File: src/rtl/dac_serializer.sv
// ---------------------------------------------------------------------------
// dac_serializer
//
// Purpose:
//   Takes the 8-bit attenuated wave sample and writes it to an external
//   MCP4901-class SPI DAC. A free-running sample counter produces the
//   sample-rate tick. Each accepted tick latches one 16-bit write word
//   {CFG, wave, 4'b0000}. The word is shifted out MSB first and then
//   committed with an LDAC strobe.
//
// Ports:
//   clk         in   system clock
//   reset       in   asynchronous, active-high reset
//   enable      in   when low, ticks do not start new frames
//   wave[7:0]   in   unsigned sample, captured only on an accepted tick
//   dac_cs_n    out  DAC chip select, active low
//   dac_sck     out  DAC serial clock, idles low
//   dac_sdi     out  DAC serial data, MSB first
//   dac_ldac_n  out  DAC output latch strobe, active low
//   busy        out  high while a frame (SETUP..LDAC) is in progress
//   sample_tick out  one-cycle pulse at every sample-counter wrap
//   overrun     out  one-cycle pulse when a tick is dropped because busy
//
// Every output is driven directly by a flop.
// ---------------------------------------------------------------------------
module dac_serializer #(
  parameter int         CLK_DIV    = 4,
  parameter int         SAMPLE_DIV = 1000,
  parameter logic [3:0] CFG        = 4'b0011
) (
  input  logic       clk,
  input  logic       reset,
  input  logic       enable,
  input  logic [7:0] wave,
  output logic       dac_cs_n,
  output logic       dac_sck,
  output logic       dac_sdi,
  output logic       dac_ldac_n,
  output logic       busy,
  output logic       sample_tick,
  output logic       overrun
);

  // Counter widths. A width of at least 1 is kept when CLK_DIV is 1.
  localparam int SW = (SAMPLE_DIV > 1) ? $clog2(SAMPLE_DIV) : 1;
  localparam int HW = (CLK_DIV > 1) ? $clog2(CLK_DIV) : 1;

  localparam logic [SW-1:0] S_LAST  = SW'(SAMPLE_DIV - 1);
  localparam logic [HW-1:0] HP_LAST = HW'(CLK_DIV - 1);

  typedef enum logic [2:0] {
    S_IDLE,
    S_SETUP,
    S_SHIFT,
    S_CSHI,
    S_LDAC
  } state_t;

  state_t          state_q, state_d;
  logic [SW-1:0]   samp_cnt_q, samp_cnt_d;
  logic [HW-1:0]   hp_cnt_q, hp_cnt_d;
  logic [4:0]      bit_cnt_q, bit_cnt_d;     // counts sck falls, 0..16
  logic [15:0]     shift_q, shift_d;
  logic            go_q, go_d;               // accepted tick: start a frame
  logic            tick_q, tick_d;
  logic            overrun_q, overrun_d;
  logic            cs_n_q, cs_n_d;
  logic            sck_q, sck_d;
  logic            sdi_q, sdi_d;
  logic            ldac_n_q, ldac_n_d;
  logic            busy_q, busy_d;
  logic            hp_last;
  logic            frame_active_d;

  assign hp_last = (hp_cnt_q == HP_LAST);

  always_comb begin
    // Sample counter free-runs regardless of enable or the frame state.
    samp_cnt_d = (samp_cnt_q == S_LAST) ? '0 : samp_cnt_q + 1'b1;
    // Computed from the next count so that tick_q is high exactly while
    // the counter sits at SAMPLE_DIV-1.
    tick_d     = (samp_cnt_d == S_LAST);

    state_d   = state_q;
    hp_cnt_d  = hp_cnt_q;
    bit_cnt_d = bit_cnt_q;
    shift_d   = shift_q;
    sck_d     = sck_q;

    case (state_q)
      S_IDLE: begin
        sck_d     = 1'b0;
        hp_cnt_d  = '0;
        bit_cnt_d = '0;
        // go_q coincides with the tick cycle, so wave is captured here.
        if (go_q) begin
          shift_d = {CFG, wave, 4'b0000};
          state_d = S_SETUP;
        end
      end

      S_SETUP: begin
        if (hp_last) begin
          hp_cnt_d = '0;
          sck_d    = 1'b1;               // first rise opens SHIFT
          state_d  = S_SHIFT;
        end else begin
          hp_cnt_d = hp_cnt_q + 1'b1;
        end
      end

      S_SHIFT: begin
        if (hp_last) begin
          hp_cnt_d = '0;
          if (sck_q) begin
            // Falling edge: advance data so it is settled a full half
            // period before the next rise.
            sck_d     = 1'b0;
            shift_d   = {shift_q[14:0], 1'b0};
            bit_cnt_d = bit_cnt_q + 1'b1;
          end else if (bit_cnt_q == 5'd16) begin
            // Low half period after the 16th fall has completed.
            bit_cnt_d = '0;
            state_d   = S_CSHI;
          end else begin
            sck_d = 1'b1;
          end
        end else begin
          hp_cnt_d = hp_cnt_q + 1'b1;
        end
      end

      S_CSHI: begin
        if (hp_last) begin
          hp_cnt_d = '0;
          state_d  = S_LDAC;
        end else begin
          hp_cnt_d = hp_cnt_q + 1'b1;
        end
      end

      S_LDAC: begin
        if (hp_last) begin
          hp_cnt_d = '0;
          state_d  = S_IDLE;
        end else begin
          hp_cnt_d = hp_cnt_q + 1'b1;
        end
      end

      default: begin
        state_d  = S_IDLE;
        hp_cnt_d = '0;
        sck_d    = 1'b0;
      end
    endcase

    // The accept/drop decision uses the state the tick cycle will have.
    // This keeps go_q and overrun_q aligned with tick_q.
    go_d      = tick_d && enable && (state_d == S_IDLE);
    overrun_d = tick_d && enable && (state_d != S_IDLE);

    // Pin values are derived from the next state, so they change on the
    // same edge as the state itself.
    frame_active_d = (state_d == S_SETUP) || (state_d == S_SHIFT);
    cs_n_d         = !frame_active_d;
    sdi_d          = frame_active_d ? shift_d[15] : 1'b0;
    ldac_n_d       = (state_d != S_LDAC);
    busy_d         = (state_d != S_IDLE);
  end

  always_ff @(posedge clk or posedge reset) begin
    if (reset) begin
      state_q    <= S_IDLE;
      samp_cnt_q <= '0;
      hp_cnt_q   <= '0;
      bit_cnt_q  <= '0;
      shift_q    <= '0;
      go_q       <= 1'b0;
      tick_q     <= 1'b0;
      overrun_q  <= 1'b0;
      cs_n_q     <= 1'b1;
      sck_q      <= 1'b0;
      sdi_q      <= 1'b0;
      ldac_n_q   <= 1'b1;
      busy_q     <= 1'b0;
    end else begin
      state_q    <= state_d;
      samp_cnt_q <= samp_cnt_d;
      hp_cnt_q   <= hp_cnt_d;
      bit_cnt_q  <= bit_cnt_d;
      shift_q    <= shift_d;
      go_q       <= go_d;
      tick_q     <= tick_d;
      overrun_q  <= overrun_d;
      cs_n_q     <= cs_n_d;
      sck_q      <= sck_d;
      sdi_q      <= sdi_d;
      ldac_n_q   <= ldac_n_d;
      busy_q     <= busy_d;
    end
  end

  assign dac_cs_n    = cs_n_q;
  assign dac_sck     = sck_q;
  assign dac_sdi     = sdi_q;
  assign dac_ldac_n  = ldac_n_q;
  assign busy        = busy_q;
  assign sample_tick = tick_q;
  assign overrun     = overrun_q;

endmodule

File: config.mk
export PLATFORM = sky130hd
export DESIGN_NAME = dac_serializer
export DESIGN_NICKNAME = d
export VERILOG_FILES = /design/src/rtl/dac_serializer.sv
export SDC_FILE = /design/constraint.sdc
export NUM_CORES = 1
export LEC_CHECK = 0
export BUFFER_PORTS_ARGS = -buffer_cell sky130_fd_sc_hd__buf_4
export CAP_MARGIN = 20
export CORE_AREA = 2 2 70 72
export CTS_CLUSTER_DIAMETER = 50
export DETAILED_ROUTE_END_ITERATION = 6
export DIE_AREA = 0 0 72 74
export PLACE_DENSITY_LB_ADDON = 0.08
export SLEW_MARGIN = 5
export SYNTH_ARGS = -nofsm -noshare
export SYNTH_HDL_FRONTEND = slang
export SYNTH_SLANG_ARGS = --single-unit
File: constraint.sdc
create_clock -name clk -period 2 [get_ports clk]
set_clock_uncertainty 0.2 [all_clocks]
set_input_delay 0.2 -clock clk [delete_from_list [all_inputs] [get_ports clk]]
set_output_delay 0.2 -clock clk [all_outputs]
set_load 0.01 [all_outputs]
# Word level (Yosys, flattened, before mapping)
# Index checks and enable logic that the tools add are counted.
[totals]
inputBits = 11
output_inout_bits = 7
register_bits = 44
[op_classes]
bitwise_logic = 1
add_sub_neg = 3
reduce_logical = 14
n_mux = 25
eq_ne = 16
[ops]
columns = ["op", "count"]
rows = [
  ["16-bit two-way mux", 3],
  ["16-bit one-hot mux with 2 select lines", 1],
  ["3-bit two-way mux", 7],
  ["10-bit equality test (second input constant)", 2],
  ["5-bit two-way mux", 3],
  ["3-bit one-hot mux with 5 select lines", 1],
  ["10-bit by 1-bit adder with 10-bit output (second input constant)", 1],
  ["10-bit two-way mux", 1],
  ["5-bit one-hot mux with 2 select lines", 1],
  ["3-bit by 2-bit equality test with 1-bit output (second input constant)", 3],
  ["2-bit != test (second input constant)", 4],
  ["3-bit by 1-bit equality test with 1-bit output (second input constant)", 2],
  ["3-bit zero test", 2],
  ["3-bit != test (second input constant)", 2],
  ["3-bit AND reduction", 2],
  ["5-bit by 1-bit adder with 5-bit output (second input constant)", 1],
  ["5-bit equality test (second input constant)", 1],
  ["1-bit two-way mux", 5],
  ["2-bit two-way mux", 2],
  ["4-bit AND reduction", 1],
  ["4-bit OR reduction", 1],
  ["3-bit equality test (second input constant)", 1],
  ["1-bit logical AND", 3],
  ["1-bit one-hot mux with 3 select lines", 1],
  ["8 further kinds", 8],
]

# Depth between registers and ports, before layout
# Gate-level depths: netlist of the first run.
[logic_depth]
word_depth = 8
mapped_depth = 8
depth_no_buf = 7

# Worst setup path before layout of the first run
# No wires, ideal clock.
[synth_path]
kind = "reg-to-reg"
startpoint = "register hp_cnt_q[0]"
endpoint = "register shift_q[5]"
stages_incl_launch_ff = 9
t_arrival_ns = 1.414
slack_ns = 0.259
setup_time_ns = 0.127
path_buffers = 2
required_time_ns = 1.673
cell_sequence = "dfrtp_1 -> ha_1 -> buf_2 -> nand2_2 -> nor2_2 -> o21ai_2 -> buf_6 -> a222oi_1 -> inv_1"
[synth_between]
elab_chain_cells = 3
[synth_rtl]
columns = ["element", "line", "text"]
rows = [
  ["start: declaration", "61", "logic [HW-1:0] hp_cnt_q, hp_cnt_d;"],
  ["start signal: assignment", "190", "hp_cnt_q <= hp_cnt_d;"],
  ["2-bit equality test", "75", "assign hp_last = (hp_cnt_q == HP_LAST);"],
  ["2-bit != test (no source line)", "n/a", ""],
  ["4-bit AND reduction (no source line)", "n/a", ""],
  ["end signal: assignment", "192", "shift_q <= shift_d;"],
  ["end: declaration", "63", "logic [15:0] shift_q, shift_d;"],
]
# No other way between the ends.
# A chain may end at the register's enable or synchronous reset.

# Worst setup path after layout of the first run
[layout_path]
startpoint = "register samp_cnt_q[0]"
endpoint = "register overrun_q, in the netlist overrun"
[layout_between]
elab_chain_cells = 5
word_cells_on_any_way = 6
classes_between = "add/sub: 1; eq/ne: 2; mux: 1; reduce/logical: 2"
[layout_rtl]
columns = ["element", "line", "text"]
rows = [
  ["start: declaration", "60", "logic [SW-1:0] samp_cnt_q, samp_cnt_d;"],
  ["start signal: assignment", "189", "samp_cnt_q <= samp_cnt_d;"],
  ["10-bit by 1-bit adder with 10-bit output / 10-bit equality test (equally long branches)", "79", "samp_cnt_d = (samp_cnt_q == S_LAST) ? '0 : samp_cnt_q + 1'b1;"],
  ["10-bit two-way mux *", "79", ""],
  ["10-bit equality test *", "82", "tick_d = (samp_cnt_d == S_LAST);"],
  ["1-bit logical AND * (2 in a row)", "161", "overrun_d = tick_d && enable && (state_d != S_IDLE);"],
  ["net overrun_d", "66", "logic overrun_q, overrun_d;"],
  ["end signal: assignment", "195", "overrun_q <= overrun_d;"],
  ["end: declaration", "66", ""],
]
# Mark *: on every way through the listed nets, which the timed path passes. The rest lies on a longest branch.

==> results of run 1 <==
registers in the layout, summed over array words and instances, names as in the netlist:
name	count
dac_cs_n	1
dac_sck	1
go_q	1
shift_q	15
state_q	3
overrun	1
busy	1
bit_cnt_q	5
hp_cnt_q	2
samp_cnt_q	10
sample_tick	1
dac_sdi	1
dac_ldac_n	1
power breakdown:
part	total [mW]	switching, mW	internal (mW)	leakage, nW
combinational	0.0483	0.0218	0.0265	0.522
clock	0.648	0.275	0.373	0.0524
sequential	0.869	0	0.869	0.580
critical path: stages, from the launching register on:
cell	delay, ns
sky130_fd_sc_hd__dfrtp_1	0.43
sky130_fd_sc_hd__ha_2	0.26
sky130_fd_sc_hd__nand3_2	0.12
sky130_fd_sc_hd__nor3_2	0.23
sky130_fd_sc_hd__a31o_1	0.18
sky130_fd_sc_hd__a21oi_1	0.07
sky130_fd_sc_hd__nor4bb_1	0.27
area by class of cell:
type                    count  area, um^2
clock buffers               7       76.32
clock inverters             1       30.03
fillers                   445        2182
inverters                  21       78.83
multi-input cells         117       804.5
flip-flops and latches     43        1079
well taps                  54       67.56
repair buffers             34       280.3
repair_timing:
item | in CTS | in global routing
hold endpoints to repair | 51 | 0
setup endpoints to repair | 0 | 2
gates resized for setup | 0 | 2
hold buffers | 10 | 0
path summary, 6_finish.rpt:
kind                       depth (start not counted)          start            end  slack (ns)
min                                                1    hp_cnt_q[0]    hp_cnt_q[0]        0.24
max reg2reg                                        6  samp_cnt_q[0]        overrun        0.15
min reg2reg                                        1    hp_cnt_q[0]    hp_cnt_q[0]        0.24
min in group asynchronous                          4          reset  samp_cnt_q[0]        0.41
max                                                6  samp_cnt_q[0]        overrun        0.15
max in group asynchronous                          4          reset     dac_ldac_n        0.82
cell usage in the layout (no fill, tap or decap), types with 3 or more instances in the layout:
| cell | instances |
|---|---|
| sky130_fd_sc_hd__a21oi_1 | 6 |
| sky130_fd_sc_hd__a222oi_1 | 8 |
| sky130_fd_sc_hd__a22o_1 | 3 |
| sky130_fd_sc_hd__a31oi_1 | 3 |
| sky130_fd_sc_hd__buf_4 | 24 |
| sky130_fd_sc_hd__clkbuf_8 | 5 |
| sky130_fd_sc_hd__dfrtp_1 | 41 |
| sky130_fd_sc_hd__dlygate4sd3_1 | 10 |
| sky130_fd_sc_hd__ha_1 | 4 |
| sky130_fd_sc_hd__inv_1 | 21 |
| sky130_fd_sc_hd__nand2_1 | 11 |
| sky130_fd_sc_hd__nand3_1 | 6 |
| sky130_fd_sc_hd__nand4_1 | 3 |
| sky130_fd_sc_hd__nor2_1 | 17 |
| sky130_fd_sc_hd__nor3_1 | 3 |
| sky130_fd_sc_hd__o21ai_0 | 5 |
| sky130_fd_sc_hd__xnor2_1 | 4 |
| sky130_fd_sc_hd__xor2_1 | 4 |
metrics by stage:
stage	area (um^2)	hold WS, ns	power, mW	utilization [%]	setup slack (ns)
after floorplan	1994	0.1253	0.8990	-	0.2588
after global placement	2203	0.1729	0.9198	47.92	0.1516
after detailed placement	2203	0.1860	0.9203	47.92	0.1373
after CTS	2410	0.2484	1.596	52.41	0.1158
after global routing	2416	0.2756	1.637	52.54	0.01480
final	2416	0.2429	1.565	52.54	0.1539
cells by family after synthesis:
family	count (synthesis)	synth area share [%]
buffers and inverters	28	5.897
xor gates and xnor gates	8	3.513
DFF	43	54.08
adders and majority gates	5	3.137
and+or+nand+nor	60	16.56
AOI/OAI and AO/OA	44	16.81
layer usage:
metal	vias up	track usage [%]
met5	-	0
met4	0	7.547
met3	10	4.065
met2	22	27.16
met1	756	19.67
li1	740	-
==> load_flow_metrics.sql, run 1 <==
INSERT INTO impl_metrics (metric_group, metric, value, unit) VALUES
('status', 'run_status', 'finished, final reports clean', ''),
('layout', 'layoutNonFillerInstCount', '277', ''),
('grt', 'grt_pass1_vias', '1513', ''),
('clock_network', 'htreeDepth', '2', ''),
('logic_synthesis', 'synth_area_leaders', 'sky130_fd_sc_hd__dfrtp_1, sky130_fd_sc_hd__a222oi_1, sky130_fd_sc_hd__inv_1, sky130_fd_sc_hd__nor2_1, sky130_fd_sc_hd__ha_1', ''),
('sta', 'tightest_slew', '0.5218', 'ns'),
('floorplanning', 'initial_cell_density_of_the_core', '43.37', '%'),
('routing', 'dr.max_layer_used', 'met4', ''),
('floorplanning', 'die_outline_area', '5328', 'um^2'),
('sta', 'final.period_utilization', '92.31', '%'),
('logic_synthesis', 'synth_top_cell_by_area', 'sky130_fd_sc_hd__dfrtp_1', ''),
('grt', 'grt_start_max_net_pins', '44', ''),
('routing', 'via_count', '1528', ''),
('setup_path', 'cp_data_arrival_time', '1.84', 'ns'),
('floorplanning', 'io_pins', '18', ''),
('floorplanning', 'dieWidth', '72', 'um'),
('clock_network', 'clk_transition_reported_paths', '0.07', 'ns'),
('sta', 'highest_clock_frequency_the_design_can_meet', '541.7', 'MHz'),
('floorplanning', 'core_area', '4598', 'um^2'),
('logic_synthesis', 'synth-edff-count', '0', ''),
('sta', 'finalWorstPathRequiredPeriod', '1.846', 'ns'),
('grt', 'global_route.overflow_total', '0', ''),
('setup_path', 'crit_path_end_kind', 'flop', ''),
('hold_path', 'worst_hold_path_type', 'flop to flop', ''),
('grt', 'grt_usage', '16.13', '%'),
('routing', 'routedLengthMet1', '1.651', 'mm'),
('logic_synthesis', 'synth.yosys.seq_area_share', '54.08', '%'),
('logic_synthesis', 'total_of_flip_flops_plus_latches_after_synthesis', '43', ''),
('logic_synthesis', 'postSynth.asyncResetShare', '100.0', '%'),
('setup_path', 'timing.setup.critical_path_class', 'flop to flop', ''),
('logic_synthesis', 'cells_after_synthesis', '188', ''),
('place', 'place_congestion', '0.8863', ''),
('logic_synthesis', 'ys.warnings.count', '0', ''),
('floorplanning', 'die_height', '74', 'um'),
('flow_run', 'cap_violations', '0', ''),
('sta', 'slew_headroom', '65.21', '%'),
('routing', 'met3_length', '127', 'um'),
('routing', 'initialDrtViolationCount', '82', ''),
('routing', 'totalWireLength', '3.747', 'mm'),
('sta', 'grt_setup_unrepaired', 'no', ''),
('routing', 'avgViaCountPerCell', '5.516', ''),
('sta', 'tns', '0', 'ns'),
('logic_synthesis', 'synthesis.area', '1994', 'um^2'),
('routing', 'drt-pass1-iter-count', '7', ''),
('clock_network', 'post_cts_setup_buffers', '0', ''),
('place', 'placedCellCount', '259', ''),
('layout', 'antennaDiodeCount', '0', ''),
('layout', 'nNetsFinal', '238', ''),
('place', 'half_perimeter_wire_length_after_placement', '2.643', 'mm'),
('sta', 'finalHoldViolations', '0', ''),
('layout', 'post_route_cells_drive_above_1_share', '20.18', '%'),
('routing', 'ant_nets', '0', ''),
('grt', 'grt_pass1_wl', '6.624', 'mm'),
('logic_synthesis', 'synthesis.nets', '204', ''),
('place', 'port-buffer-count', '17', ''),
('clock_network', 'clock_tree_from_tritoncts', 'built', ''),
('power', 'peakVddDrop', '0.0004216', 'V'),
('logic_synthesis', 'yosysMostFrequentCell', 'sky130_fd_sc_hd__dfrtp_1', ''),
('setup_path', 'timing.critical_path.fanout_max', '6', ''),
('setup_path', 'timing.critical_path.required', '1.99', 'ns'),
('clock_network', 'cts_max_path_buffers', '2', ''),
('clock_network', 'insertion_delay_of_the_later_clocked_pin_in_the_worst_skew_pair', '0.29', 'ns'),
('routing', 'drt_drc_violations_left', '0', ''),
('setup_path', 'worstSetupStartpointType', 'flop', ''),
('logic_synthesis', 'synth.top_cells.by_count', 'sky130_fd_sc_hd__dfrtp_1, sky130_fd_sc_hd__inv_1, sky130_fd_sc_hd__nor2_1, sky130_fd_sc_hd__nand2_1, sky130_fd_sc_hd__a222oi_1', ''),
('clock_network', 'cts.root.buffer_cell', 'sky130_fd_sc_hd__clkbuf_8', ''),
('power', 'power_density', '647.9', 'nW/um^2'),
('routing', 'wl_per_cell', '13.53', 'um'),
('floorplanning', 'num_rows', '25', ''),
('logic_synthesis', 'synth_cell_type_count', '51', ''),
('routing', 'detailroute.wirelength.met2', '1.887', 'mm'),
('grt', 'grt_antenna_before_repair', '0', ''),
('sta', 'setup_viol', '0', ''),
('power', 'power.static_leakage', '1.154', 'nW'),
('clock_network', 'cts_num_sinks', '43', ''),
('layout', 'layout-area-overhead-vs-synth', '21.14', '%'),
('logic_synthesis', 'synthesized_area_divided_by_synthesized_cell_count', '10.61', 'um^2'),
('clock_network', 'tritoncts.num_buffers', '5', ''),
('logic_synthesis', 'postSynth.topFlopCell', 'sky130_fd_sc_hd__dfrtp_1', ''),
('logic_synthesis', 'yosysTopAreaCellShare', '51.44', '%'),
('sta', 'timing.final.max_slew_violations', '0', '');
Note: power is estimated with default switching activity, not from simulation.
==> run 2: changes to the inputs <==
--- a/config.mk
+++ b/config.mk
@@ -12,7 +12,8 @@
 export DETAILED_ROUTE_END_ITERATION = 6
 export DIE_AREA = 0 0 72 74
 export PLACE_DENSITY_LB_ADDON = 0.08
-export SLEW_MARGIN = 5
+export SETUP_SLACK_MARGIN = 0.3
+export SLEW_MARGIN = 20
 export SYNTH_ARGS = -nofsm -noshare
 export SYNTH_HDL_FRONTEND = slang
 export SYNTH_SLANG_ARGS = --single-unit
==> load_flow_metrics.sql, run 2 (synthesized netlist as in run 1, its figures left out) <==
INSERT INTO impl_metrics (metric_group, metric, value, unit) VALUES
('sta', 'slew_headroom', '64.46', '%'),
('layout', 'final_common_cell', 'sky130_fd_sc_hd__buf_4', ''),
('sta', 'tns', '0', 'ns'),
('place', 'post_dp_cell_area', '2206', 'um^2'),
('setup_path', 'cp_data_arrival_time', '1.75', 'ns'),
('sta', 'grt_setup_unrepaired', 'yes', ''),
('grt', 'global_route.overflow_total', '0', ''),
('layout', 'utilization', '58.15', '%'),
('clock_network', 'cts_max_path_buffers', '2', ''),
('sta', 'tightest_slew', '0.5331', 'ns'),
('place', 'half_perimeter_wire_length_after_placement', '2.671', 'mm'),
('grt', 'grt_start_max_net_pins', '44', ''),
('floorplanning', 'core_area', '4598', 'um^2'),
('grt', 'grt_usage', '17.53', '%'),
('setup_path', 'timing.critical_path.required', '2.02', 'ns'),
('routing', 'drt-pass1-iter-count', '5', ''),
('layout', 'antennaDiodeCount', '0', ''),
('power', 'power.total', '1.571', 'mW'),
('sta', 'finalHoldViolations', '0', ''),
('sta', 'setup_viol', '0', ''),
('sta', 'highest_clock_frequency_the_design_can_meet', '576.8', 'MHz'),
('clock_network', 'cts_num_sinks', '43', ''),
('place', 'post_placement_worst_setup_slack', '0.1425', 'ns'),
('setup_path', 'r2r_slack', '0.27', 'ns'),
('power', 'power_density', '587.6', 'nW/um^2'),
('floorplanning', 'num_rows', '25', ''),
('clock_network', 'insertion_delay_of_the_later_clocked_pin_in_the_worst_skew_pair', '0.29', 'ns'),
('layout', 'biggestRegsByFlops', 'shift_q x15, samp_cnt_q x10, bit_cnt_q x5', ''),
('setup_path', 'timing.critical_path.fanout_max', '6', ''),
('layout', 'layout-area-overhead-vs-synth', '34.07', '%'),
('floorplanning', 'initial_cell_density_of_the_core', '43.37', '%'),
('grt', 'grt_antenna_before_repair', '0', ''),
('flow_run', 'cap_violations', '0', ''),
('place', 'place_congestion', '0.8742', ''),
('floorplanning', 'io_pins', '18', ''),
('floorplanning', 'die_height', '74', 'um'),
('layout', 'layout_common_cells', 'sky130_fd_sc_hd__buf_4, sky130_fd_sc_hd__dfrtp_1, sky130_fd_sc_hd__inv_1', ''),
('routing', 'initialDrtViolationCount', '134', ''),
('power', 'peakVddDrop', '0.0004802', 'V'),
('setup_path', 'crit_path_end_kind', 'flop', ''),
('sta', 'timing.final.max_slew_violations', '0', ''),
('status', 'run_status', 'finished, final reports clean', ''),
('floorplanning', 'dieWidth', '72', 'um'),
('layout', 'nNetsFinal', '254', ''),
('sta', 'finalWorstPathRequiredPeriod', '1.734', 'ns'),
('layout', 'post_route_cells_drive_above_1_share', '33.47', '%'),
('grt', 'grt_pass1_wl', '7.203', 'mm'),
('clock_network', 'htreeDepth', '2', ''),
('layout', 'largest_register_ffs', '15', ''),
('sta', 'final.period_utilization', '86.69', '%'),
('place', 'port-buffer-count', '17', ''),
('power', 'power.static_leakage', '1.273', 'nW'),
('clock_network', 'cts.root.buffer_cell', 'sky130_fd_sc_hd__clkbuf_8', ''),
('layout', 'fillCellCount', '394', ''),
('layout', 'largest_register_by_flop_count', 'shift_q', ''),
('setup_path', 'worstSetupStartpointType', 'flop', ''),
('grt', 'grt_pass1_vias', '1611', ''),
('routing', 'wl_per_cell', '14.15', 'um'),
('hold_path', 'worst_hold_path_type', 'flop to flop', ''),
('clock_network', 'clk_transition_reported_paths', '0.08', 'ns'),
('routing', 'ant_nets', '0', ''),
('floorplanning', 'die_outline_area', '5328', 'um^2'),
('routing', 'avgViaCountPerCell', '5.464', ''),
('clock_network', 'tritoncts.num_buffers', '5', ''),
('clock_network', 'clock_tree_from_tritoncts', 'built', ''),
('routing', 'totalWireLength', '4.146', 'mm'),
('routing', 'drt_drc_violations_left', '0', ''),
('sta', 'final.setup.worst_slack', '0.2662', 'ns'),
('setup_path', 'timing.setup.critical_path_class', 'flop to flop', ''),
('layout', 'final_area', '2674', 'um^2'),
('routing', 'via_count', '1601', '');
-- run 2: changes by cell type in the layout (fill, tap and decap cells not counted), sizes merged --
| cell | delta |
|---|---|
| buf | +16 |
-- run 2: worst paths after layout --
| kind | endpoint | from | cells after the start |
|---|---|---|---|
| max in group asynchronous | samp_cnt_q[3] | reset | 4 |
| min in group asynchronous | hp_cnt_q[0] | reset | 4 |
| max reg2reg | bit_cnt_q[1] | bit_cnt_q[1] | 8 |
| max | bit_cnt_q[1] | bit_cnt_q[1] | 8 |
| min reg2reg | shift_q[8] | shift_q[7] | 2 |
| min | shift_q[8] | shift_q[7] | 2 |
-- run 2: layout make-up --
cell class                 count  area [um^2]  share of cell area (%)
multi-input combinational    117        927.1                   34.67
clock inverter                 1        30.03                   1.123
tap                           54        67.56                   2.527
timing repair buffer          50        407.9                   15.26
sequential                    43         1086                   40.62
inverter                      21        78.83                   2.948
clock buffer                   7        76.32                   2.854
-- run 2: per-layer routing --
metal	wire, um	GRT usage [%]	vias to the layer above
li1	-	-	774
met1	1797	22.33	787
met2	2100	28.81	33
met3	177	4.065	7
met4	71	7.966	0
met5	0	0	-
-- run 2: timing repair --
item	4_1_cts	5_1_grt
resized for setup	17	19
cloned	0	1
hold buffers	10	0
hold endpoints to repair	50	0
pin swaps	12	13
endpoints found under the setup margin	15	26
buffers inserted	11	4
-- run 2: worst max-delay path, cell delays in order, from the launching register on --
cell and delay, ns:
sky130_fd_sc_hd__dfrtp_1 0.38, sky130_fd_sc_hd__inv_1 0.07, sky130_fd_sc_hd__ha_1 0.14, sky130_fd_sc_hd__and4bb_2 0.25, sky130_fd_sc_hd__buf_4 0.13, sky130_fd_sc_hd__o21ai_4 0.05
sky130_fd_sc_hd__a21boi_4 0.22, sky130_fd_sc_hd__nand3_1 0.11, sky130_fd_sc_hd__o21ai_1 0.10
-- run 2: per-stage QoR --
step	instances	hold WS, ns
floorplan	188	0.1253
global placement	259	0.1691
detailed placement	259	0.1815
CTS	288	0.2975
global route	293	0.3231
finish	293	0.2913
-- run 2: where the power goes --
| group | switching, mW | total (mW) | internal, mW |
|---|---|---|---|
| Clock | 0.280 | 0.654 | 0.374 |
| Sequential | 0 | 0.869 | 0.869 |
| Combinational | 0.0220 | 0.0487 | 0.0267 |
| Total | 0.302 | 1.57 | 1.27 |
